File: config.mk
export PLATFORM = sky130hd
export DESIGN_NAME = maze_move_engine
export DESIGN_NICKNAME = d
export VERILOG_FILES = /design/src/rtl/maze_pkg.sv /design/src/rtl/maze_bounds_check.sv /design/src/rtl/maze_move_engine.sv
export SDC_FILE = /design/constraint.sdc
export NUM_CORES = 1
export LEC_CHECK = 0
export BUFFER_PORTS_ARGS = -buffer_cell sky130_fd_sc_hd__clkbuf_2
export CAP_MARGIN = 30
export CORE_ASPECT_RATIO = 1.1
export CORE_MARGIN = 5
export CORE_UTILIZATION = 56
export DETAILED_ROUTE_END_ITERATION = 6
export PLACE_DENSITY_LB_ADDON = 0.3
export SLEW_MARGIN = 20
export SYNTH_ARGS = -nofsm -noshare
export SYNTH_HDL_FRONTEND = slang
export SYNTH_SLANG_ARGS = --single-unit
export TNS_END_PERCENT = 50
File: constraint.sdc
create_clock -name clock -period 4.8 [get_ports clock]
set_input_delay 0.48 -clock clock [delete_from_list [all_inputs] [get_ports clock]]
set_output_delay 0.48 -clock clock [all_outputs]
set_load 0.005 [all_outputs]
File: src/rtl/maze_pkg.sv
// Shared types for the maze move engine: direction encoding, cell codes and FSM states.
package maze_pkg;

  typedef enum logic [1:0] {
    DirUp    = 2'b00,
    DirDown  = 2'b01,
    DirLeft  = 2'b10,
    DirRight = 2'b11
  } dir_e;

  localparam int unsigned CellOccupied  = 0;
  localparam int unsigned CellAvailable = 1;
  localparam int unsigned CellStart     = 2;
  localparam int unsigned CellEnd       = 3;

  typedef enum logic [2:0] {
    StIdle,
    StCheck,
    StWait,
    StDone,
    StWon
  } state_e;

endpackage

File: src/rtl/maze_bounds_check.sv
// Combinational candidate-cell computation; edges are tested before any arithmetic.
module maze_bounds_check
  import maze_pkg::*;
#(
  parameter int unsigned COLS = 24,
  parameter int unsigned ROWS = 24,
  parameter int unsigned X_W  = 5,
  parameter int unsigned Y_W  = 5
) (
  input  logic [X_W-1:0] pos_x_i,
  input  logic [Y_W-1:0] pos_y_i,
  input  dir_e           dir_i,
  output logic           in_bounds_o,
  output logic [X_W-1:0] cand_x_o,
  output logic [Y_W-1:0] cand_y_o
);

  always_comb begin
    in_bounds_o = 1'b1;
    cand_x_o    = pos_x_i;
    cand_y_o    = pos_y_i;
    unique case (dir_i)
      DirUp: begin
        if (pos_y_i == '0) in_bounds_o = 1'b0;
        else               cand_y_o    = pos_y_i - Y_W'(1);
      end
      DirDown: begin
        if (pos_y_i >= Y_W'(ROWS - 1)) in_bounds_o = 1'b0;
        else                           cand_y_o    = pos_y_i + Y_W'(1);
      end
      DirLeft: begin
        if (pos_x_i == '0) in_bounds_o = 1'b0;
        else               cand_x_o    = pos_x_i - X_W'(1);
      end
      DirRight: begin
        if (pos_x_i >= X_W'(COLS - 1)) in_bounds_o = 1'b0;
        else                           cand_x_o    = pos_x_i + X_W'(1);
      end
      default: in_bounds_o = 1'b0;
    endcase
  end

endmodule

File: src/rtl/maze_move_engine.sv
// Accepts one direction request, bounds-checks it, reads the maze RAM and commits or rejects.
module maze_move_engine
  import maze_pkg::*;
#(
  parameter int unsigned COLS        = 24,
  parameter int unsigned ROWS        = 24,
  parameter int unsigned X_W         = 5,
  parameter int unsigned Y_W         = 5,
  parameter int unsigned ADDR_W      = 10,
  parameter int unsigned CELL_W      = 3,
  parameter int unsigned MEM_LATENCY = 2,
  parameter int unsigned START_X     = 0,
  parameter int unsigned START_Y     = 0,
  parameter int unsigned CNT_W       = 16
) (
  input  logic              clock,
  input  logic              reset,
  input  logic              dir_valid_i,
  input  logic [1:0]        dir_i,
  output logic              dir_ready_o,
  output logic              mem_rd_en_o,
  output logic [ADDR_W-1:0] mem_addr_o,
  input  logic [CELL_W-1:0] mem_rdata_i,
  output logic [X_W-1:0]    pos_x_o,
  output logic [Y_W-1:0]    pos_y_o,
  output logic              move_done_o,
  output logic              move_legal_o,
  output logic              game_over_o,
  output logic [CNT_W-1:0]  move_count_o
);

  localparam int unsigned LatW = (MEM_LATENCY > 1) ? $clog2(MEM_LATENCY) : 1;

  state_e            state_q, state_d;
  logic [X_W-1:0]    pos_x_q, pos_x_d, cand_x_q, cand_x_d, bc_cand_x;
  logic [Y_W-1:0]    pos_y_q, pos_y_d, cand_y_q, cand_y_d, bc_cand_y;
  logic              in_bounds_q, in_bounds_d, bc_in_bounds;
  logic [LatW-1:0]   lat_q, lat_d;
  logic              legal_q, legal_d;
  logic              game_over_q, game_over_d;
  logic [CNT_W-1:0]  count_q, count_d;
  logic [ADDR_W-1:0] cand_addr;

  maze_bounds_check #(
    .COLS(COLS),
    .ROWS(ROWS),
    .X_W (X_W),
    .Y_W (Y_W)
  ) u_bounds (
    .pos_x_i    (pos_x_q),
    .pos_y_i    (pos_y_q),
    .dir_i      (dir_e'(dir_i)),
    .in_bounds_o(bc_in_bounds),
    .cand_x_o   (bc_cand_x),
    .cand_y_o   (bc_cand_y)
  );

  assign cand_addr = ADDR_W'(cand_y_q) * ADDR_W'(COLS) + ADDR_W'(cand_x_q);

  always_comb begin
    state_d     = state_q;
    pos_x_d     = pos_x_q;
    pos_y_d     = pos_y_q;
    cand_x_d    = cand_x_q;
    cand_y_d    = cand_y_q;
    in_bounds_d = in_bounds_q;
    lat_d       = lat_q;
    legal_d     = legal_q;
    game_over_d = game_over_q;
    count_d     = count_q;
    dir_ready_o = 1'b0;
    mem_rd_en_o = 1'b0;
    move_done_o = 1'b0;
    mem_addr_o  = '0;
    unique case (state_q)
      StIdle: begin
        dir_ready_o = 1'b1;
        if (dir_valid_i) begin
          cand_x_d    = bc_cand_x;
          cand_y_d    = bc_cand_y;
          in_bounds_d = bc_in_bounds;
          state_d     = StCheck;
        end
      end
      StCheck: begin
        if (in_bounds_q) begin
          mem_rd_en_o = 1'b1;
          mem_addr_o  = cand_addr;
          lat_d       = LatW'(MEM_LATENCY - 1);
          state_d     = StWait;
        end else begin
          legal_d = 1'b0;
          state_d = StDone;
        end
      end
      StWait: begin
        mem_addr_o = cand_addr;
        if (lat_q == '0) begin
          // Last WAIT cycle: RAM data is valid now, commit at the edge entering DONE.
          state_d = StDone;
          legal_d = (mem_rdata_i != CELL_W'(CellOccupied));
          if (legal_d) begin
            pos_x_d = cand_x_q;
            pos_y_d = cand_y_q;
            if (count_q != '1) count_d = count_q + CNT_W'(1);
            if (mem_rdata_i == CELL_W'(CellEnd)) game_over_d = 1'b1;
          end
        end else begin
          lat_d = lat_q - LatW'(1);
        end
      end
      StDone: begin
        move_done_o = 1'b1;
        state_d     = game_over_q ? StWon : StIdle;
      end
      StWon: ;
      default: state_d = StIdle;
    endcase
  end

  always_ff @(posedge clock) begin
    if (reset) begin
      state_q     <= StIdle;
      pos_x_q     <= X_W'(START_X);
      pos_y_q     <= Y_W'(START_Y);
      cand_x_q    <= '0;
      cand_y_q    <= '0;
      in_bounds_q <= 1'b0;
      lat_q       <= '0;
      legal_q     <= 1'b0;
      game_over_q <= 1'b0;
      count_q     <= '0;
    end else begin
      state_q     <= state_d;
      pos_x_q     <= pos_x_d;
      pos_y_q     <= pos_y_d;
      cand_x_q    <= cand_x_d;
      cand_y_q    <= cand_y_d;
      in_bounds_q <= in_bounds_d;
      lat_q       <= lat_d;
      legal_q     <= legal_d;
      game_over_q <= game_over_d;
      count_q     <= count_d;
    end
  end

  assign pos_x_o      = pos_x_q;
  assign pos_y_o      = pos_y_q;
  assign move_legal_o = legal_q;
  assign game_over_o  = game_over_q;
  assign move_count_o = count_q;

endmodule

==> results of run 1 <==
==> cell usage after synthesis (2+ instances only) <==
library cell               number
sky130_fd_sc_hd__and2_1         7
sky130_fd_sc_hd__nand3_1        7
sky130_fd_sc_hd__o21ai_0       15
sky130_fd_sc_hd__dfxtp_1       43
sky130_fd_sc_hd__nor2_1        36
sky130_fd_sc_hd__o211ai_1      10
sky130_fd_sc_hd__a32oi_1        2
sky130_fd_sc_hd__inv_1         18
sky130_fd_sc_hd__mux2i_1        7
sky130_fd_sc_hd__xor2_1        12
sky130_fd_sc_hd__ha_1          12
sky130_fd_sc_hd__and3_1         6
sky130_fd_sc_hd__xnor2_1        6
sky130_fd_sc_hd__a21o_1         4
sky130_fd_sc_hd__nor4_1         4
sky130_fd_sc_hd__o31ai_1        2
sky130_fd_sc_hd__nand2b_1       5
sky130_fd_sc_hd__nand4_1        5
sky130_fd_sc_hd__and4_1         4
sky130_fd_sc_hd__a211oi_1       5
sky130_fd_sc_hd__nor3_1        16
sky130_fd_sc_hd__nand2_1       43
sky130_fd_sc_hd__o311ai_0       3
sky130_fd_sc_hd__nand4b_1       4
sky130_fd_sc_hd__a21oi_1       34
sky130_fd_sc_hd__or3_1          3
sky130_fd_sc_hd__nand3b_1       3
sky130_fd_sc_hd__a31oi_1        3
sky130_fd_sc_hd__nor3b_1        3
sky130_fd_sc_hd__clkbuf_1      17
sky130_fd_sc_hd__fa_1           2
==> stage by stage <==
stage	util	worst slack, ns	hold slack, ns	instance area [sq um]
after floorplan	-	2.38	0.437	2770
after global placement	0.637	2.16	0.459	3010
after detailed placement	0.637	2.09	0.464	3010
after CTS	0.655	1.77	0.481	3090
after global routing	0.656	1.51	0.483	3100
final	0.656	1.79	0.473	3100
==> critical path: stages (launching register included) <==
cell                       delay (ns)
sky130_fd_sc_hd__dfxtp_1         0.41
sky130_fd_sc_hd__ha_1            0.19
sky130_fd_sc_hd__inv_1           0.05
sky130_fd_sc_hd__fa_1            0.38
sky130_fd_sc_hd__xnor2_1         0.36
sky130_fd_sc_hd__nand4b_1        0.14
sky130_fd_sc_hd__mux2i_1         0.24
sky130_fd_sc_hd__mux2i_1         0.22
sky130_fd_sc_hd__o211ai_1        0.11
sky130_fd_sc_hd__clkbuf_2        0.14
==> worst paths after layout <==
kind,start,to,cells after the start
max reg2reg,state_q[1],move_count_o[9],5
max,cand_y_q[1],mem_addr_o[9],9
min,cand_x_q[1],pos_x_o[1],2
min reg2reg,cand_x_q[1],pos_x_o[1],2
==> routing by layer <==
metal	routed length [microns]	global-route usage	vias up
li1	-	-	1361
met1	2810	0.247	1250
met2	3250	0.342	73
met3	297	0.0335	11
met4	102	0.0781	0
met5	0	0	-
==> final cells by class <==
cell class / count / area [sq um]
flip-flops and latches: 43 / 861
clock inverters: 2 / 12.5
clock buffers: 6 / 72.6
inverters: 19 / 71.3
multi-input cells: 279 / 1760
fillers: 407 / 1620
well taps: 56 / 70.1
repair buffers: 49 / 245
==> power breakdown <==
group	leakage [nW]	switching [mW]	internal [mW]	total, mW
Sequential	0.348	0.0396	0.380	0.419
Clock	0.0412	0.128	0.102	0.229
Combinational	0.896	0.130	0.0801	0.210
==> cell families after synthesis <==
kind of cell,count (synthesis),share of synthesized area
buffers and inverters,38,0.0520
flip-flops,43,0.311
adder cells (fa/ha/maj),14,0.0687
AND/OR/NAND/NOR,151,0.279
AO/OA/AOI/OAI,89,0.207
XOR/XNOR,18,0.0570
multiplexers,7,0.0253
==> sequential cells by signal, indices dropped and copies added (netlist names), 3 cells and up <==
register / cells
move_count_o: 16
cand_x_q: 5
cand_y_q: 5
pos_x_o: 5
pos_y_o: 5
state_q: 3
==> layout by cell type (no fill, tap or decap), types with 7 or more instances in the layout <==
master,n
sky130_fd_sc_hd__dfxtp_1,43
sky130_fd_sc_hd__and2_1,7
sky130_fd_sc_hd__mux2i_1,7
sky130_fd_sc_hd__xor2_1,12
sky130_fd_sc_hd__a21oi_1,34
sky130_fd_sc_hd__o211ai_1,10
sky130_fd_sc_hd__nand2_1,43
sky130_fd_sc_hd__clkbuf_2,48
sky130_fd_sc_hd__nand3_1,7
sky130_fd_sc_hd__ha_1,12
sky130_fd_sc_hd__nor2_1,36
sky130_fd_sc_hd__inv_1,18
sky130_fd_sc_hd__o21ai_0,15
sky130_fd_sc_hd__nor3_1,16
==> reports/qor.tcl, run 1 <==
set qor(status) {finished, final reports clean}
set qor(p_total_uw) 859
set qor(placement_rows) 26
set qor(drc_errors) 0
set qor(critical_path_peak_fanout) 5
set qor(fmax_ghz) 0.332
set qor(cts_root_buf) {sky130_fd_sc_hd__clkbuf_8}
set qor(fraction_of_layout_instances_using_a_drive_strength_above_1) 0.151
set qor(cts_made_buffers) 5
set qor(p_leak_nw) 1.29
set qor(synth_enable_flop_cells) 0
set qor(worstHoldPathType) {reg -> reg}
set qor(finalWorstPathRequiredPeriod_ns) 3.01
set qor(synth_top_area_frac) 0.311
set qor(synth.net_count) 382
set qor(setup-violations-final) 0
set qor(cts_hold_buf) 0
set qor(avgSynthCellArea_sq_um) 7.69
set qor(timing.final.crit_share) 0.627
set qor(synth.lib_cells_used.distinct) 50
set qor(synthTopCellsByArea) {sky130_fd_sc_hd__dfxtp_1, sky130_fd_sc_hd__a21oi_1, sky130_fd_sc_hd__nand2_1, sky130_fd_sc_hd__ha_1, sky130_fd_sc_hd__nor2_1}
set qor(finish.cell_count_without_fillers) 454
set qor(first_pass_iters) 4
set qor(worst_ep_required_time_ns) 4.32
set qor(timing_hold_violations_final) 0
set qor(htree_levels) 2
set qor(initial_core_util) 0.587
set qor(cts_setup_buffers) 0
set qor(area_of_the_placeable_core_sq_um) 4720
set qor(first_global_vias) 2520
set qor(post-dp-hpwl_mm) 4.65
set qor(synth_ff_type) {sky130_fd_sc_hd__dfxtp_1}
set qor(place.gp.congestion) 0.914
set qor(cp_startpoint_kind) {flop}
set qor(grt_setup_unrepaired) {no}
set qor(grt_start_max_net_pins) 46
set qor(placed_cells) 445
set qor(insertion_delay_ns) 0.30
set qor(routedWlPerCell_microns) 14.2
set qor(fp.dieArea_sq_um) 6450
set qor(ir_drop_mv) 0.221
set qor(number_of_instances_in_the_synthesized_netlist) 360
set qor(worst_slew_pin_slew_ns) 0.892
set qor(critPathCaptureType) {output port}
set qor(max_slew_margin) 0.405
set qor(tritoncts) {yes}
set qor(dr.first_iter.drc_count) 179
set qor(final_nets) 419
set qor(vias_per_cell) 5.94
set qor(antenna_cells_inserted) 0
set qor(place.port_buffers) 48
set qor(ios) 49
set qor(via_count) 2695
set qor(ys_async_sr_fraction) 0
set qor(area_delta_synth_final_pct) 11.8
set qor(synth_warnings) 0
set qor(die_w_microns) 77.0
set qor(path_class) {reg -> out}
set qor(regToRegSetupSlack_ns) 2.37
set qor(fin_setup_tns_ns) 0
set qor(cts_num_sinks) 43
set qor(cts_buffer_depth) 2
set qor(drt.antenna.violating_nets) 0
set qor(final_max_slew_viol_count) 0
set qor(antenna_found_initial) 0
set qor(fin_skew_ns) 0.00541
set qor(yosys.area.top_type) {sky130_fd_sc_hd__dfxtp_1}
set qor(syn_area_sq_um) 2770
set qor(track_usage) 0.200
set qor(dieHeight_microns) 83.7
set qor(power_density_nw_per_um2) 278
set qor(cp.arrival_ns) 2.53
set qor(grt_overflow) 0
set qor(clk_pin_slew_ns) 0.08
set qor(routed_wirelength_mm) 6.46
set qor(synth_sequential_area_ratio) 0.311
set qor(post_cts.resized_instances) 0
set qor(max_cap_viols) 0
set qor(synth.ff_latch_count) 43
set qor(first_pass_grt_wire_length_mm) 11.0
Power figures use the tool's default switching activity.
==> run 2, diff against run 1 <==
--- a/config.mk
+++ b/config.mk
@@ -9,7 +9,7 @@
 export CAP_MARGIN = 30
 export CORE_ASPECT_RATIO = 1.1
 export CORE_MARGIN = 5
-export CORE_UTILIZATION = 56
+export CORE_UTILIZATION = 51
 export DETAILED_ROUTE_END_ITERATION = 6
 export PLACE_DENSITY_LB_ADDON = 0.3
 export SLEW_MARGIN = 20
==> constraint.sdc (replaced) <==
create_clock -name clock -period 2.59 [get_ports clock]
set_input_delay 0.259 -clock clock [delete_from_list [all_inputs] [get_ports clock]]
set_output_delay 0.259 -clock clock [all_outputs]
set_load 0.005 [all_outputs]
==> reports/qor.tcl, run 2 (synthesis gave the netlist of run 1 again) <==
set qor(dr.first_iter.drc_count) 169
set qor(worstHoldPathType) {in -> reg}
set qor(postPlaceCellArea_sq_um) 3100
set qor(grt_start_max_net_pins) 24
set qor(timing.final.crit_share) 0.999
set qor(critPathCaptureType) {output port}
set qor(cp_startpoint_kind) {flop}
set qor(final_nets) 429
set qor(worst-path-buf-inv) 3
set qor(grt_setup_unrepaired) {yes}
set qor(htree_levels) 2
set qor(cts_num_sinks) 43
set qor(cts_made_buffers) 5
set qor(cp.arrival_ns) 2.33
set qor(cts_root_buf) {sky130_fd_sc_hd__clkbuf_8}
set qor(dieHeight_microns) 87.3
set qor(first_global_vias) 2595
set qor(cpMaxStageDelayCell) {sky130_fd_sc_hd__fa_2}
set qor(internal-power_mw) 1.08
set qor(ir_drop_mv) 0.457
set qor(die_w_microns) 80.2
set qor(p_leak_nw) 1.36
set qor(insertion_delay_ns) 0.30
set qor(slowest_stage_delay_on_critical_path_ns) 0.45
set qor(via_count) 2780
set qor(whs_endpoint) {game_over_o}
set qor(clk_pin_slew_ns) 0.08
set qor(timing_hold_violations_final) 0
set qor(final_max_slew_viol_count) 0
set qor(fmax_ghz) 0.386
set qor(fin_skew_ns) 0.00893
set qor(max_cap_viols) 0
set qor(switching_fraction) 0.347
set qor(area_of_the_placeable_core_sq_um) 5330
set qor(routedWlPerCell_microns) 14.3
set qor(cts_hold_buf) 0
set qor(track_usage) 0.207
set qor(post-dp-hpwl_mm) 4.80
set qor(setup-violations-final) 0
set qor(regToRegSetupSlack_ns) 0.56
set qor(worst_slack_after_detailed_placement_ns) 0.0810
set qor(antenna_found_initial) 0
set qor(max_slew_margin) 0.628
set qor(place.port_buffers) 48
set qor(first_pass_iters) 5
set qor(fraction_of_layout_instances_using_a_drive_strength_above_1) 0.194
set qor(largest_reg_flops) 16
set qor(path_class) {reg -> out}
set qor(fp.dieArea_sq_um) 7000
set qor(worst_slew_pin_slew_ns) 0.559
set qor(final.hold.worst_slack_ns) 0.254
set qor(timing.critical_path.cells) {buf_4 > inv_1 > fa_2 > nand2b_4 > a2bb2oi_4 > mux2i_2 > mux2i_1 > o211ai_1 > clkbuf_2}
set qor(power.share.clock) 0.262
set qor(worstHoldPathCells) 4
set qor(tritoncts) {yes}
set qor(layout_common_cells) {sky130_fd_sc_hd__clkbuf_2, sky130_fd_sc_hd__nand2_1, sky130_fd_sc_hd__dfxtp_1}
set qor(area_delta_synth_final_pct) 17.5
set qor(initial_core_util) 0.520
set qor(finalWorstPathRequiredPeriod_ns) 2.59
set qor(p_total_mw) 1.65
set qor(cts_buffer_depth) 2
set qor(rr_endpoint) {move_count_o[8]}
set qor(drc_errors) 0
set qor(status) {finished, final reports clean}
set qor(nFillCells) 523
set qor(grt_overflow) 0
set qor(critical_path_peak_fanout) 4
set qor(drt.antenna.violating_nets) 0
set qor(ios) 49
set qor(psw_uw) 572
set qor(layout.area.seq_sq_um) 863
set qor(finalWorstSetupSlack_ns) 0.00227
set qor(critical_path.reg2reg.startpoint) {lat_q}
set qor(worst_ep_required_time_ns) 2.33
set qor(finish.instance_area_sq_um) 3250
set qor(worstRegToRegCells) 5
set qor(p_comb_frac) 0.288
set qor(placement_rows) 28
set qor(multi_input_area_sq_um) 1820
set qor(vias_per_cell) 5.76
set qor(antenna_cells_inserted) 0
set qor(power_density_nw_per_um2) 508
set qor(place.gp.congestion) 0.850
set qor(leading_cell_type_in_the_layout_fill_and_taps_excluded) {sky130_fd_sc_hd__clkbuf_2}
set qor(hold_path_startpoint) {mem_rdata_i[2]}
set qor(routed_wirelength_mm) 6.91
set qor(first_pass_grt_wire_length_mm) 11.7
set qor(sequentialPowerShare) 0.450
set qor(critical-path-top-delay-family) {multiplexers}
## run 2: layer usage
layer,vias to the layer above,global-route usage,wire length [microns]
met1,1292,0.255,3000
met4,0,0.0645,114
li1,1389,-,-
met5,-,0,0
met3,10,0.0445,417
met2,89,0.360,3380
## run 2: layout make-up
class / count / area share
timing repair buffer: 59 / 0.0993
multi-input combinational: 279 / 0.558
inverter: 19 / 0.0219
clock buffer: 6 / 0.0223
tap: 75 / 0.0289
sequential: 43 / 0.265
clock inverter: 2 / 0.00385
## run 2: through the flow
step | std cells | util | setup TNS, ns
after floorplan | 360 | - | 0
after global placement | 473 | 0.582 | 0
after detailed placement | 473 | 0.582 | 0
after CTS | 483 | 0.609 | 0
after global routing | 483 | 0.611 | -0.126
final | 483 | 0.611 | 0
## run 2: repair_timing
item                       in CTS  in global routing
setup buffers                   2                  0
pin swaps                       4                  1
resized for setup              10                  2
setup endpoints to repair       1                  1
## run 2: worst max-delay path by stage
| stage | from | endpoint | cells after the start |
|---|---|---|---|
| final | cand_y_q[1] | mem_addr_o[9] | 9 |
| after global routing | cand_y_q[1] | mem_addr_o[9] | 9 |
| after CTS | cand_y_q[1] | mem_addr_o[9] | 9 |
| after detailed placement | cand_y_q[1] | mem_addr_o[9] | 9 |
| after global placement | cand_y_q[1] | mem_addr_o[9] | 9 |
| after floorplan | cand_y_q[1] | mem_addr_o[9] | 8 |
## run 2: power groups by stage
stage	Combinational, mW	Sequential [mW]	Clock, mW
floorplan	0.314	0.754	0
global placement	0.455	0.759	0
detailed placement	0.460	0.760	0
CTS	0.475	0.742	0.440
global route	0.534	0.749	0.465
finish	0.475	0.743	0.433
## run 2: worst register-to-register path, stage by stage (launching register included)
cell,delay (ns)
sky130_fd_sc_hd__dfxtp_1,0.34
sky130_fd_sc_hd__or4b_1,0.69
sky130_fd_sc_hd__nor4b_4,0.50
sky130_fd_sc_hd__nand4_1,0.16
sky130_fd_sc_hd__xor2_1,0.16
sky130_fd_sc_hd__nor2_1,0.05
